**config.mk**
```make
export PLATFORM = sky130hd
export DESIGN_NAME = alu_seq_n_flat
export DESIGN_NICKNAME = d
export VERILOG_FILES = /design/src/rtl/alu_seq_n_if.sv /design/src/rtl/alu_seq_n.sv /design/src/flat_wrapper.sv
export SDC_FILE = /design/constraint.sdc
export NUM_CORES = 1
export LEC_CHECK = 0
export CAP_MARGIN = 20
export CELL_PAD_IN_SITES_DETAIL_PLACEMENT = 1
export CELL_PAD_IN_SITES_GLOBAL_PLACEMENT = 1
export CORE_AREA = 10 10 87 89
export DETAILED_ROUTE_END_ITERATION = 10
export DIE_AREA = 0 0 97 99
export DONT_BUFFER_PORTS = 1
export GPL_TIMING_DRIVEN = 1
export MAX_ROUTING_LAYER = met4
export PLACE_DENSITY = 0.85
export SYNTH_ARGS = -nofsm -noshare
export SYNTH_HDL_FRONTEND = slang
export SYNTH_SLANG_ARGS = --single-unit
```
**constraint.sdc**
```tcl
create_clock -name clk -period 5.7 [get_ports clk]
set_input_delay 1.14 -clock clk [delete_from_list [all_inputs] [get_ports clk]]
set_output_delay 1.14 -clock clk [all_outputs]
set_load 0.02 [all_outputs]
```
**src/rtl/alu_seq_n_if.sv**
```systemverilog
// alu_seq_n_if: operand/result handshake bundle for the sequential ALU.
//   in_valid/in_ready  : operation request handshake (source -> ALU)
//   op, a, b           : opcode and operands, sampled on the accept edge
//   use_acc            : take operand A from the accumulator (ALU_SEQ_ACC_EN only)
//   out_valid/out_ready: result handshake (ALU -> consumer)
//   result             : WIDTH+1 bits, top bit is carry / extra bit
//   zero, neg, ovf     : status flags registered with result
// Modports: master = operand source / result consumer, slave = the ALU.
// Optional macro: ALU_SEQ_ACC_EN adds use_acc.
interface alu_seq_n_if #(
    parameter int WIDTH = 4
);
    logic             in_valid;
    logic             in_ready;
    logic [3:0]       op;
    logic [WIDTH-1:0] a;
    logic [WIDTH-1:0] b;
`ifdef ALU_SEQ_ACC_EN
    logic             use_acc;
`endif
    logic             out_valid;
    logic             out_ready;
    logic [WIDTH:0]   result;
    logic             zero;
    logic             neg;
    logic             ovf;

`ifdef ALU_SEQ_ACC_EN
    modport master (output in_valid, op, a, b, use_acc, out_ready,
                    input  in_ready, out_valid, result, zero, neg, ovf);
    modport slave  (input  in_valid, op, a, b, use_acc, out_ready,
                    output in_ready, out_valid, result, zero, neg, ovf);
`else
    modport master (output in_valid, op, a, b, out_ready,
                    input  in_ready, out_valid, result, zero, neg, ovf);
    modport slave  (input  in_valid, op, a, b, out_ready,
                    output in_ready, out_valid, result, zero, neg, ovf);
`endif
endinterface

```
**src/rtl/alu_seq_n.sv**
```systemverilog
// alu_seq_n: clocked N-bit ALU with valid/ready handshakes.
//   Single-cycle ops (add/sub/inc/dec/logic/zero-distance shift/reserved)
//   finish on the accept edge; shifts walk one position per BUSY cycle and
//   MUL runs a WIDTH-step shift-add.
// Ports:
//   clk   : rising-edge clock
//   rst_n : asynchronous active-low reset
//   bus   : alu_seq_n_if.slave (request, operands, result, flags)
// Optional macro: ALU_SEQ_ACC_EN adds an accumulator loaded on every result
//   handshake; use_acc=1 at accept selects it as operand A.
module alu_seq_n #(
    parameter int WIDTH = 4
) (
    input  logic        clk,
    input  logic        rst_n,
    alu_seq_n_if.slave  bus
);
    localparam int SW = $clog2(WIDTH);
    localparam int CW = SW + 1;  // counter must hold WIDTH for MUL
    localparam logic [CW-1:0] CNT_ONE = {{SW{1'b0}}, 1'b1};
    localparam logic [CW-1:0] CNT_MUL = CW'(WIDTH);

    localparam logic [3:0] OP_ADD = 4'b0000;
    localparam logic [3:0] OP_SUB = 4'b0001;
    localparam logic [3:0] OP_INC = 4'b0010;
    localparam logic [3:0] OP_DEC = 4'b0011;
    localparam logic [3:0] OP_XOR = 4'b0100;
    localparam logic [3:0] OP_OR  = 4'b0101;
    localparam logic [3:0] OP_AND = 4'b0110;
    localparam logic [3:0] OP_NOT = 4'b0111;
    localparam logic [3:0] OP_SAR = 4'b1000;
    localparam logic [3:0] OP_SHR = 4'b1001;
    localparam logic [3:0] OP_SHL = 4'b1010;
    localparam logic [3:0] OP_MUL = 4'b1011;

    typedef enum logic [1:0] {
        S_IDLE = 2'b00,
        S_BUSY = 2'b01,
        S_DONE = 2'b10
    } state_t;

    state_t             r_state;
    logic [3:0]         r_op;
    logic [WIDTH-1:0]   r_a;       // shift working value
    logic [WIDTH-1:0]   r_b;       // MUL multiplier, shifted right each step
    logic [CW-1:0]      r_cnt;
    logic               r_sbit;    // last bit shifted out
    logic [2*WIDTH-1:0] r_prod;
    logic [2*WIDTH-1:0] r_mcand;
    logic [WIDTH:0]     r_result;
    logic               r_zero;
    logic               r_neg;
    logic               r_ovf;
    logic               r_out_valid;
`ifdef ALU_SEQ_ACC_EN
    logic [WIDTH-1:0]   r_acc;
`endif

    // {zero, neg} derived from the data part of a result
    function automatic logic [1:0] flags_zn(input logic [WIDTH:0] res);
        flags_zn = {(res[WIDTH-1:0] == {WIDTH{1'b0}}), res[WIDTH-1]};
    endfunction

    logic [WIDTH-1:0] w_opa;
    logic             w_accept;
    logic [SW-1:0]    w_shamt;
    logic             w_multi;

`ifdef ALU_SEQ_ACC_EN
    assign w_opa = bus.use_acc ? r_acc : bus.a;
`else
    assign w_opa = bus.a;
`endif
    assign w_accept = bus.in_valid && (r_state == S_IDLE);
    assign w_shamt  = bus.b[SW-1:0];
    assign w_multi  = (bus.op == OP_MUL) ||
                      (((bus.op == OP_SAR) || (bus.op == OP_SHR) || (bus.op == OP_SHL)) &&
                       (w_shamt != {SW{1'b0}}));

    logic [WIDTH-1:0] w_b_eff;
    logic             w_cin;
    logic             w_arith;
    logic [WIDTH-1:0] w_logic_res;

    // Decode single-cycle ops into adder operands or a bitwise result
    always_comb begin
        w_b_eff     = {WIDTH{1'b0}};
        w_cin       = 1'b0;
        w_arith     = 1'b0;
        w_logic_res = {WIDTH{1'b0}};
        case (bus.op)
            OP_ADD: begin w_b_eff = bus.b;          w_arith = 1'b1; end
            OP_SUB: begin w_b_eff = ~bus.b;         w_cin = 1'b1; w_arith = 1'b1; end
            OP_INC: begin w_b_eff = {WIDTH{1'b0}};  w_cin = 1'b1; w_arith = 1'b1; end
            OP_DEC: begin w_b_eff = {WIDTH{1'b1}};  w_arith = 1'b1; end
            OP_XOR: w_logic_res = w_opa ^ bus.b;
            OP_OR:  w_logic_res = w_opa | bus.b;
            OP_AND: w_logic_res = w_opa & bus.b;
            OP_NOT: w_logic_res = ~w_opa;
            OP_SAR, OP_SHR, OP_SHL: w_logic_res = w_opa;  // zero-distance shift
            default: w_logic_res = {WIDTH{1'b0}};
        endcase
    end

    // Adder split at the MSB so carry-in and carry-out of the top bit are both visible
    logic [WIDTH-1:0] w_low;
    logic [1:0]       w_msb;
    logic [WIDTH:0]   w_sum;
    logic             w_add_ovf;
    logic [WIDTH:0]   w_single_res;

    assign w_low = {1'b0, w_opa[WIDTH-2:0]} + {1'b0, w_b_eff[WIDTH-2:0]} +
                   {{(WIDTH-1){1'b0}}, w_cin};
    assign w_msb = {1'b0, w_opa[WIDTH-1]} + {1'b0, w_b_eff[WIDTH-1]} + {1'b0, w_low[WIDTH-1]};
    assign w_sum = {w_msb, w_low[WIDTH-2:0]};
    assign w_add_ovf    = w_low[WIDTH-1] ^ w_msb[1];
    assign w_single_res = w_arith ? w_sum : {1'b0, w_logic_res};

    logic [WIDTH-1:0] w_sh_next;
    logic             w_sh_bit;

    // One-position shift step of the working value
    always_comb begin
        w_sh_next = r_a;
        w_sh_bit  = r_sbit;
        case (r_op[1:0])
            2'b00: begin w_sh_next = {r_a[WIDTH-1], r_a[WIDTH-1:1]}; w_sh_bit = r_a[0]; end
            2'b01: begin w_sh_next = {1'b0, r_a[WIDTH-1:1]};         w_sh_bit = r_a[0]; end
            2'b10: begin w_sh_next = {r_a[WIDTH-2:0], 1'b0};         w_sh_bit = r_a[WIDTH-1]; end
            default: begin w_sh_next = r_a; w_sh_bit = r_sbit; end
        endcase
    end

    logic [2*WIDTH-1:0] w_prod_next;
    logic [WIDTH:0]     w_busy_res;

    assign w_prod_next = r_b[0] ? (r_prod + r_mcand) : r_prod;
    assign w_busy_res  = (r_op == OP_MUL) ?
                         {(|w_prod_next[2*WIDTH-1:WIDTH]), w_prod_next[WIDTH-1:0]} :
                         {w_sh_bit, w_sh_next};

    // Control FSM with operand, datapath and result registers
    always_ff @(posedge clk or negedge rst_n) begin
        if (!rst_n) begin
            r_state     <= S_IDLE;
            r_op        <= 4'b0000;
            r_a         <= {WIDTH{1'b0}};
            r_b         <= {WIDTH{1'b0}};
            r_cnt       <= {CW{1'b0}};
            r_sbit      <= 1'b0;
            r_prod      <= {(2*WIDTH){1'b0}};
            r_mcand     <= {(2*WIDTH){1'b0}};
            r_result    <= {(WIDTH+1){1'b0}};
            r_zero      <= 1'b0;
            r_neg       <= 1'b0;
            r_ovf       <= 1'b0;
            r_out_valid <= 1'b0;
`ifdef ALU_SEQ_ACC_EN
            r_acc       <= {WIDTH{1'b0}};
`endif
        end else begin
            case (r_state)
                S_IDLE: begin
                    if (w_accept) begin
                        r_op <= bus.op;
                        r_a  <= w_opa;
                        r_b  <= bus.b;
                        if (w_multi) begin
                            r_state <= S_BUSY;
                            r_cnt   <= (bus.op == OP_MUL) ? CNT_MUL : {1'b0, w_shamt};
                            r_sbit  <= 1'b0;
                            r_prod  <= {(2*WIDTH){1'b0}};
                            r_mcand <= {{WIDTH{1'b0}}, w_opa};
                        end else begin
                            r_state             <= S_DONE;
                            r_result            <= w_single_res;
                            {r_zero, r_neg}     <= flags_zn(w_single_res);
                            r_ovf               <= w_arith & w_add_ovf;
                            r_out_valid         <= 1'b1;
                        end
                    end else begin
                        r_state <= S_IDLE;
                    end
                end
                S_BUSY: begin
                    if (r_op == OP_MUL) begin
                        r_prod  <= w_prod_next;
                        r_mcand <= {r_mcand[2*WIDTH-2:0], 1'b0};
                        r_b     <= {1'b0, r_b[WIDTH-1:1]};
                    end else begin
                        r_a    <= w_sh_next;
                        r_sbit <= w_sh_bit;
                    end
                    r_cnt <= r_cnt - CNT_ONE;
                    if (r_cnt == CNT_ONE) begin
                        r_state         <= S_DONE;
                        r_result        <= w_busy_res;
                        {r_zero, r_neg} <= flags_zn(w_busy_res);
                        r_ovf           <= 1'b0;
                        r_out_valid     <= 1'b1;
                    end else begin
                        r_state <= S_BUSY;
                    end
                end
                S_DONE: begin
                    if (bus.out_ready) begin
                        r_state     <= S_IDLE;
                        r_out_valid <= 1'b0;
`ifdef ALU_SEQ_ACC_EN
                        r_acc       <= r_result[WIDTH-1:0];
`endif
                    end else begin
                        r_state <= S_DONE;
                    end
                end
                default: begin
                    r_state     <= S_IDLE;
                    r_out_valid <= 1'b0;
                end
            endcase
        end
    end

    assign bus.in_ready  = (r_state == S_IDLE);
    assign bus.out_valid = r_out_valid;
    assign bus.result    = r_result;
    assign bus.zero      = r_zero;
    assign bus.neg       = r_neg;
    assign bus.ovf       = r_ovf;
endmodule
```
**src/flat_wrapper.sv**
```systemverilog
// flat-port wrapper written by rule: the top's interface ports become plain ports
module alu_seq_n_flat 
#(
    parameter int WIDTH = 4
)
  (clk, rst_n, bus_in_valid, bus_op, bus_a, bus_b, bus_out_ready, bus_in_ready, bus_out_valid, bus_result, bus_zero, bus_neg, bus_ovf);
  alu_seq_n_if #(.WIDTH(WIDTH)) bus_i ();
  input  logic clk;
  input  logic rst_n;
  input wire logic [$bits(bus_i.in_valid)-1:0] bus_in_valid;
  input wire logic [$bits(bus_i.op)-1:0] bus_op;
  input wire logic [$bits(bus_i.a)-1:0] bus_a;
  input wire logic [$bits(bus_i.b)-1:0] bus_b;
  input wire logic [$bits(bus_i.out_ready)-1:0] bus_out_ready;
  output wire logic [$bits(bus_i.in_ready)-1:0] bus_in_ready;
  output wire logic [$bits(bus_i.out_valid)-1:0] bus_out_valid;
  output wire logic [$bits(bus_i.result)-1:0] bus_result;
  output wire logic [$bits(bus_i.zero)-1:0] bus_zero;
  output wire logic [$bits(bus_i.neg)-1:0] bus_neg;
  output wire logic [$bits(bus_i.ovf)-1:0] bus_ovf;
  assign bus_i.in_valid = bus_in_valid;
  assign bus_i.op = bus_op;
  assign bus_i.a = bus_a;
  assign bus_i.b = bus_b;
  assign bus_i.out_ready = bus_out_ready;
  assign bus_in_ready = bus_i.in_ready;
  assign bus_out_valid = bus_i.out_valid;
  assign bus_result = bus_i.result;
  assign bus_zero = bus_i.zero;
  assign bus_neg = bus_i.neg;
  assign bus_ovf = bus_i.ovf;
  alu_seq_n #(.WIDTH(WIDTH)) u_core (.clk(clk), .rst_n(rst_n), .bus(bus_i));
endmodule
```
==> results of run 1 <==
power groups by stage:
stage | logic (uW) | registers [uW] | clock network [uW]
2_1_floorplan | 420 | 503 | 0
3_3_place_gp | 458 | 563 | 0
3_5_place_dp | 483 | 571 | 0
4_1_cts | 486 | 566 | 295
5_1_grt | 541 | 584 | 306
6_report | 485 | 567 | 291
path summary, 6_finish.rpt:
kind,startpoint,endpoint
min in group asynchronous,rst_n,u_core.r_b[1]
max,bus_op[0],u_core.bus.zero
min reg2reg,u_core.r_sbit,u_core.r_sbit
min,u_core.r_sbit,u_core.r_sbit
max reg2reg,u_core.r_mcand[0],u_core.bus.zero
max in group asynchronous,rst_n,u_core.r_sbit
cells in the mapped netlist, types with 4 or more instances:
library cell / n / area share (%)
a22o_1: 4 / 1.2
a21oi_1: 23 / 3.8
o22ai_1: 9 / 1.9
or3_1: 4 / 0.83
a211o_1: 4 / 1.2
nand2_1: 32 / 4.0
nor2_1: 32 / 4.0
ha_1: 19 / 7.9
fa_1: 4 / 2.7
o21ai_1: 4 / 0.66
buf_2: 8 / 1.3
nand4_1: 4 / 0.83
a31oi_1: 7 / 1.4
xor2_1: 4 / 1.2
a21o_1: 6 / 1.5
o21ai_0: 20 / 3.3
nor3_1: 6 / 0.99
o21a_1: 4 / 0.99
nand3_1: 6 / 0.99
nor2b_1: 6 / 1.2
mux2i_1: 8 / 2.7
dfrtp_1: 42 / 35
a211oi_1: 7 / 1.7
mux2_2: 5 / 1.9
inv_1: 17 / 2.1
clkbuf_1: 8 / 0.99
final cells by class:
| cell class | instances | area, sq um |
|---|---|---|
| Fill cell | 706 | 2670 |
| Multi-Input combinational cell | 262 | 1820 |
| Sequential cell | 42 | 1050 |
| Tap cell | 75 | 93.8 |
| Clock buffer | 5 | 68.8 |
| Clock inverter | 3 | 68.8 |
| Inverter | 18 | 67.6 |
| Timing Repair Buffer | 1 | 7.51 |
critical path, delay by kind of cell:
kind / cells / cell delay (ns)
and+or+nand+nor: 1 / 0.36
adders and majority gates: 2 / 0.79
muxes: 1 / 0.07
AOI/OAI and AO/OA: 6 / 1.12
flip-flops by register name (all words and copies together) (netlist names):
signal,flops
u_core.bus.zero,1
u_core.r_mcand,8
u_core.bus.out_valid,1
u_core.r_sbit,1
u_core.r_a,4
u_core.r_state,2
u_core.bus.result,5
u_core.bus.ovf,1
u_core.r_b,4
u_core.r_prod,8
u_core.r_op,4
u_core.r_cnt,3
cells by family (layout without fill, tap and decap cells):
group | count (synthesis) | after routing | share of synthesized area [%]
XOR/XNOR | 7 | 7 | 2.03
AO/OA/AOI/OAI | 113 | 113 | 25.3
adder cells (fa/ha/maj) | 23 | 23 | 10.5
AND/OR/NAND/NOR | 104 | 104 | 16.4
multiplexers | 15 | 15 | 6.00
flip-flops | 42 | 42 | 34.8
buffers and inverters | 36 | 27 | 4.93
per-layer routing:
metal,vias to the layer above,track usage (%)
met5,-,-
met4,0,7.95
met3,20,3.84
met2,43,28.9
met1,1314,20.5
li1,1218,-
through the flow:
stage	power, uW	setup slack [ns]	cell area [sq um]
5_1_grt	1430	2.27	3180
3_5_place_dp	1050	2.06	3040
6_report	1340	2.40	3180
2_1_floorplan	923	1.92	3020
4_1_cts	1350	2.40	3180
3_3_place_gp	1020	2.18	3040
==> impl_metrics.py, run 1 <==
metrics = {
    "finish": {
        "layout_common_cells": "42 x dfrtp_1, 32 x nor2_1, 32 x nand2_1, 23 x a21oi_1, 20 x o21ai_0",
        "drive_gt1_share_pct": 7.85,
        "post-route-util_pct": 54.3,
        "layoutNonFillerInstCount": 406,
        "layout_commonest_cell": "dfrtp_1",
        "n_antenna_cell": 0,
        "final_nets": 369,
        "area_delta_synth_final_pct": 5.22,
    },
    "global_routing": {
        "grt_pass1_vias": 2623,
        "grt_util_all_layers_pct": 17.7,
        "grt_max_degree": 43,
        "grt_pass1_wl_um": 13800,
        "antenna_found_initial": 0,
        "overflow": 0,
    },
    "synthesis": {
        "synthCells": 340,
        "ys_warn_count": 0,
        "async_reset_ff_share_pct": 100,
        "synth-edff-count": 0,
        "postSynthAreaPerCell_sq_um": 8.89,
        "ys_seq_area_share_pct": 34.8,
        "synth.distinct_cells": 59,
        "syn-cell-area_sq_mm": 0.00302,
        "synth-main-ff-cell": "dfrtp_1",
        "ys_ff_latch": 42,
        "synth_nets": 379,
    },
    "floorplanning": {
        "start_util_pct": 51.6,
        "dieHeight_um": 99,
        "io_pins": 26,
        "die_x_um": 97,
        "fp.coreArea_sq_mm": 0.00585,
        "die-area_sq_mm": 0.00960,
        "rows": 28,
    },
    "placed_design": {
        "io_buffers": 0,
        "place_congestion": 0.842,
        "dp.cells": 398,
        "hpwl_um": 6440,
    },
    "clock_tree": {
        "root_buffer": "clkbuf_8",
        "numCtsBuffers": 5,
        "cts_tree": "done",
        "clock_latency_ns": 0.31,
        "clk_pin_slew_ns": 0.09,
        "postCtsSetupBuffers": 0,
        "hold_buffers": 0,
        "cts.sinks": 42,
        "h-tree-depth": 2,
        "cts_buffer_depth": 2,
        "cts_resized": 0,
    },
    "worst_setup_path": {
        "cp_slowest_stage_delay_ns": 0.50,
        "slowest_stage": "fa_1",
        "start_kind": "input port",
        "worst-r2r-cell-count": 8,
        "path_cells": "or3_1, a21oi_1, ha_1, a21o_1, a21o_1, fa_1, mux2i_1, o2111a_1, a21oi_1, o21ai_1",
        "cp.arrival_ns": 3.49,
        "end_kind": "register",
        "regToRegSetupSlack_ns": 3.23,
        "worst-path-max-fanout": 16,
        "critPathKind": "input port to register",
        "worst_ep_required_time_ns": 5.88,
    },
    "run_status": {
        "status": "complete, no violations",
    },
    "sta": {
        "rsz0062_at_grt": "false",
        "timing.hold.ws_ns": 0.494,
        "finalClockSkew_ns": 0.00868,
        "min_period_ns": 3.30,
        "maxSlewHeadroom_pct": 42.1,
        "slew_viol_final": 0,
        "hold_viol_final": 0,
        "layout_worst_path_cycle_share_pct": 57.9,
        "setup_viol": 0,
        "max_freq_ghz": 0.303,
        "worst_pin_slew_ns": 0.866,
        "fin_tns_setup_ns": 0,
    },
    "power": {
        "ir_drop_v": 0.000185,
        "switching_power_uw": 571,
        "cellLeakagePower_uw": 0.00144,
        "internal_power_uw": 773,
        "power_density_mw_per_mm2": 422,
        "switching_share_pct": 42.5,
        "power.share.clock_pct": 21.7,
        "pwr-share-seq_pct": 42.2,
        "combPwrFrac_pct": 36.1,
    },
    "routing": {
        "drcViolationCount": 0,
        "wl_met2_um": 4160,
        "wirelength_um": 8400,
        "ant_nets": 0,
        "drtIter0Drc": 191,
        "vias_per_cell": 6.39,
        "first_pass_iters": 4,
        "routed.top_layer": "met4",
        "wl_met3_um": 379,
        "wl_per_cell_um": 20.7,
        "drt-met1-wl_um": 3620,
        "vias": 2595,
    },
    "min_path": {
        "hold_class": "register to register",
        "whs_path_depth": 1,
    },
    "job": {
        "drv_cap": 0,
    },
}
(Power assumes the default switching activity.)
==> inputs of run 2 (changes only) <==
--- a/config.mk
+++ b/config.mk
@@ -8,13 +8,13 @@
 export CAP_MARGIN = 20
 export CELL_PAD_IN_SITES_DETAIL_PLACEMENT = 1
 export CELL_PAD_IN_SITES_GLOBAL_PLACEMENT = 1
-export CORE_AREA = 10 10 87 89
+export CORE_AREA = 10 10 90 92
 export DETAILED_ROUTE_END_ITERATION = 10
-export DIE_AREA = 0 0 97 99
+export DIE_AREA = 0 0 100 102
 export DONT_BUFFER_PORTS = 1
 export GPL_TIMING_DRIVEN = 1
 export MAX_ROUTING_LAYER = met4
-export PLACE_DENSITY = 0.85
+export PLACE_DENSITY = 0.8
 export SYNTH_ARGS = -nofsm -noshare
 export SYNTH_HDL_FRONTEND = slang
 export SYNTH_SLANG_ARGS = --single-unit
==> constraint.sdc (replaced) <==
create_clock -name clk -period 3.2 [get_ports clk]
set_input_delay 0.64 -clock clk [delete_from_list [all_inputs] [get_ports clk]]
set_output_delay 0.64 -clock clk [all_outputs]
set_load 0.02 [all_outputs]
==> impl_metrics.py, run 2 (synthesized netlist as in run 1, its figures left out) <==
metrics = {
    "global_routing": {
        "overflow": 0,
        "grt_pass1_wl_um": 13900,
        "grt_pass1_vias": 2678,
        "antenna_found_initial": 0,
        "met1_usage_pct": 19.9,
        "grtUsageMet3_pct": 4.05,
        "top_usage_layer": "met2",
        "grt_max_degree": 43,
        "grt_util_all_layers_pct": 17.2,
        "grt_util_met2_pct": 29.4,
    },
    "sta": {
        "layout_worst_path_cycle_share_pct": 84.8,
        "hold_viol_final": 0,
        "min_period_ns": 2.71,
        "fin_ws_ns": 0.487,
        "max_freq_ghz": 0.369,
        "rsz0062_at_grt": "false",
        "fin_tns_setup_ns": 0,
        "maxSlewHeadroom_pct": 49.4,
        "worst_pin_slew_ns": 0.758,
        "slew_viol_final": 0,
        "setup_viol": 0,
        "finalClockSkew_ns": 0.0124,
    },
    "power": {
        "ir_drop_v": 0.000475,
        "total_power_uw": 2390,
        "cellLeakagePower_uw": 0.00145,
        "power_density_mw_per_mm2": 748,
    },
    "routing": {
        "vias_per_cell": 6.26,
        "wl_per_cell_um": 20.5,
        "wirelength_um": 8400,
        "first_pass_iters": 4,
        "drtIter0Drc": 155,
        "drcViolationCount": 0,
        "vias": 2561,
        "ant_nets": 0,
    },
    "finish": {
        "drive_gt1_share_pct": 8.43,
        "fillers": 748,
        "fin_area_sq_mm": 0.00319,
        "layout_commonest_cell": "dfrtp_1",
        "area_delta_synth_final_pct": 5.67,
        "layout_common_cells": "42 x dfrtp_1, 32 x nor2_1, 32 x nand2_1, 22 x a21oi_1, 20 x o21ai_0",
        "post-route-util_pct": 50.9,
        "final_nets": 370,
        "n_antenna_cell": 0,
    },
    "floorplanning": {
        "dieHeight_um": 102,
        "start_util_pct": 48.1,
        "die_x_um": 100,
        "rows": 29,
        "fp.coreArea_sq_mm": 0.00628,
        "io_pins": 26,
        "die-area_sq_mm": 0.0102,
    },
    "job": {
        "drv_cap": 0,
    },
    "worst_setup_path": {
        "cp_common_cell": "a21o_1",
        "end_kind": "register",
        "path_cells": "or3_1, a21oi_2, ha_1, a21o_1, a21o_1, fa_1, mux2i_1, o21ai_0, a21boi_0, a21oi_1",
        "critPathKind": "input port to register",
        "critPathLaunch": "bus_op[0]",
        "worst_ep_required_time_ns": 3.39,
        "rr_startpoint": "u_core.r_mcand[0]",
        "cp_slowest_stage_delay_ns": 0.47,
        "slowest_stage": "fa_1",
        "cp.arrival_ns": 2.90,
        "start_kind": "input port",
        "regToRegSetupSlack_ns": 0.72,
        "worst-path-max-fanout": 16,
    },
    "placed_design": {
        "io_buffers": 0,
        "place_area_sq_mm": 0.00306,
        "hpwl_um": 6340,
        "place_congestion": 0.853,
        "dp_slack_ns": 0.164,
    },
    "min_path": {
        "hold_class": "input port to async pin",
    },
    "clock_tree": {
        "hold_buffers": 0,
        "h-tree-depth": 2,
        "postCtsSetupBuffers": 0,
        "clock_latency_ns": 0.31,
        "cts_resized": 0,
        "cts_buffer_depth": 2,
        "cts_tree": "done",
        "numCtsBuffers": 5,
        "cts.sinks": 42,
        "clk_pin_slew_ns": 0.09,
        "root_buffer": "clkbuf_8",
    },
    "run_status": {
        "status": "complete, no violations",
    },
}
-- run 2: cell types whose count changed in the layout (fill, tap and decap cells not counted), sizes merged --
| cell | previous run | this run |
|---|---|---|
| buf | 1 | 2 |
-- run 2: power by group --
group | switching, uW | internal [uW] | total [uW]
Sequential | 293 | 712 | 1010
Clock | 208 | 313 | 521
Combinational | 512 | 351 | 863
-- run 2: stage by stage --
stage,hold WS (ns),instances
4_1_cts,0.0163,409
3_5_place_dp,0.346,401
5_1_grt,0.00774,409
2_1_floorplan,0.344,340
6_report,0.0232,409
3_3_place_gp,0.346,401
-- run 2: routing by layer --
metal  wire length (um)  up-vias
met4                121        0
met2               4190       46
met5                  0        -
met1               3680     1275
met3                409       15
li1                   -     1225
-- run 2: final timing paths --
path / to / cells past startpoint
setup / recovery: u_core.bus.result[3] / 10
hold / removal: u_core.r_mcand[7] / 0
setup reg to reg: u_core.bus.result[4] / 8
hold reg to reg: u_core.r_sbit / 1
max in group asynchronous: u_core.r_op[3] / 0
min in group clk: u_core.r_op[2] / 1
-- run 2: critical path, delay by kind of cell --
family / cells / cell delay [ns]
adder cells (fa/ha/maj): 2 / 0.73
AO/OA/AOI/OAI: 6 / 0.97
multiplexers: 1 / 0.18
AND/OR/NAND/NOR: 1 / 0.37
-- run 2: final cells by class --
cell class / instances / area (sq um) / share of cell area (%)
repair buffers: 2 / 15.0 / 0.470
flip-flops and latches: 42 / 1050 / 32.9
inverters: 18 / 67.6 / 2.12
multi-input cells: 262 / 1830 / 57.2
clock inverters: 3 / 68.8 / 2.16
well taps: 77 / 96.3 / 3.02
clock buffers: 5 / 68.8 / 2.16
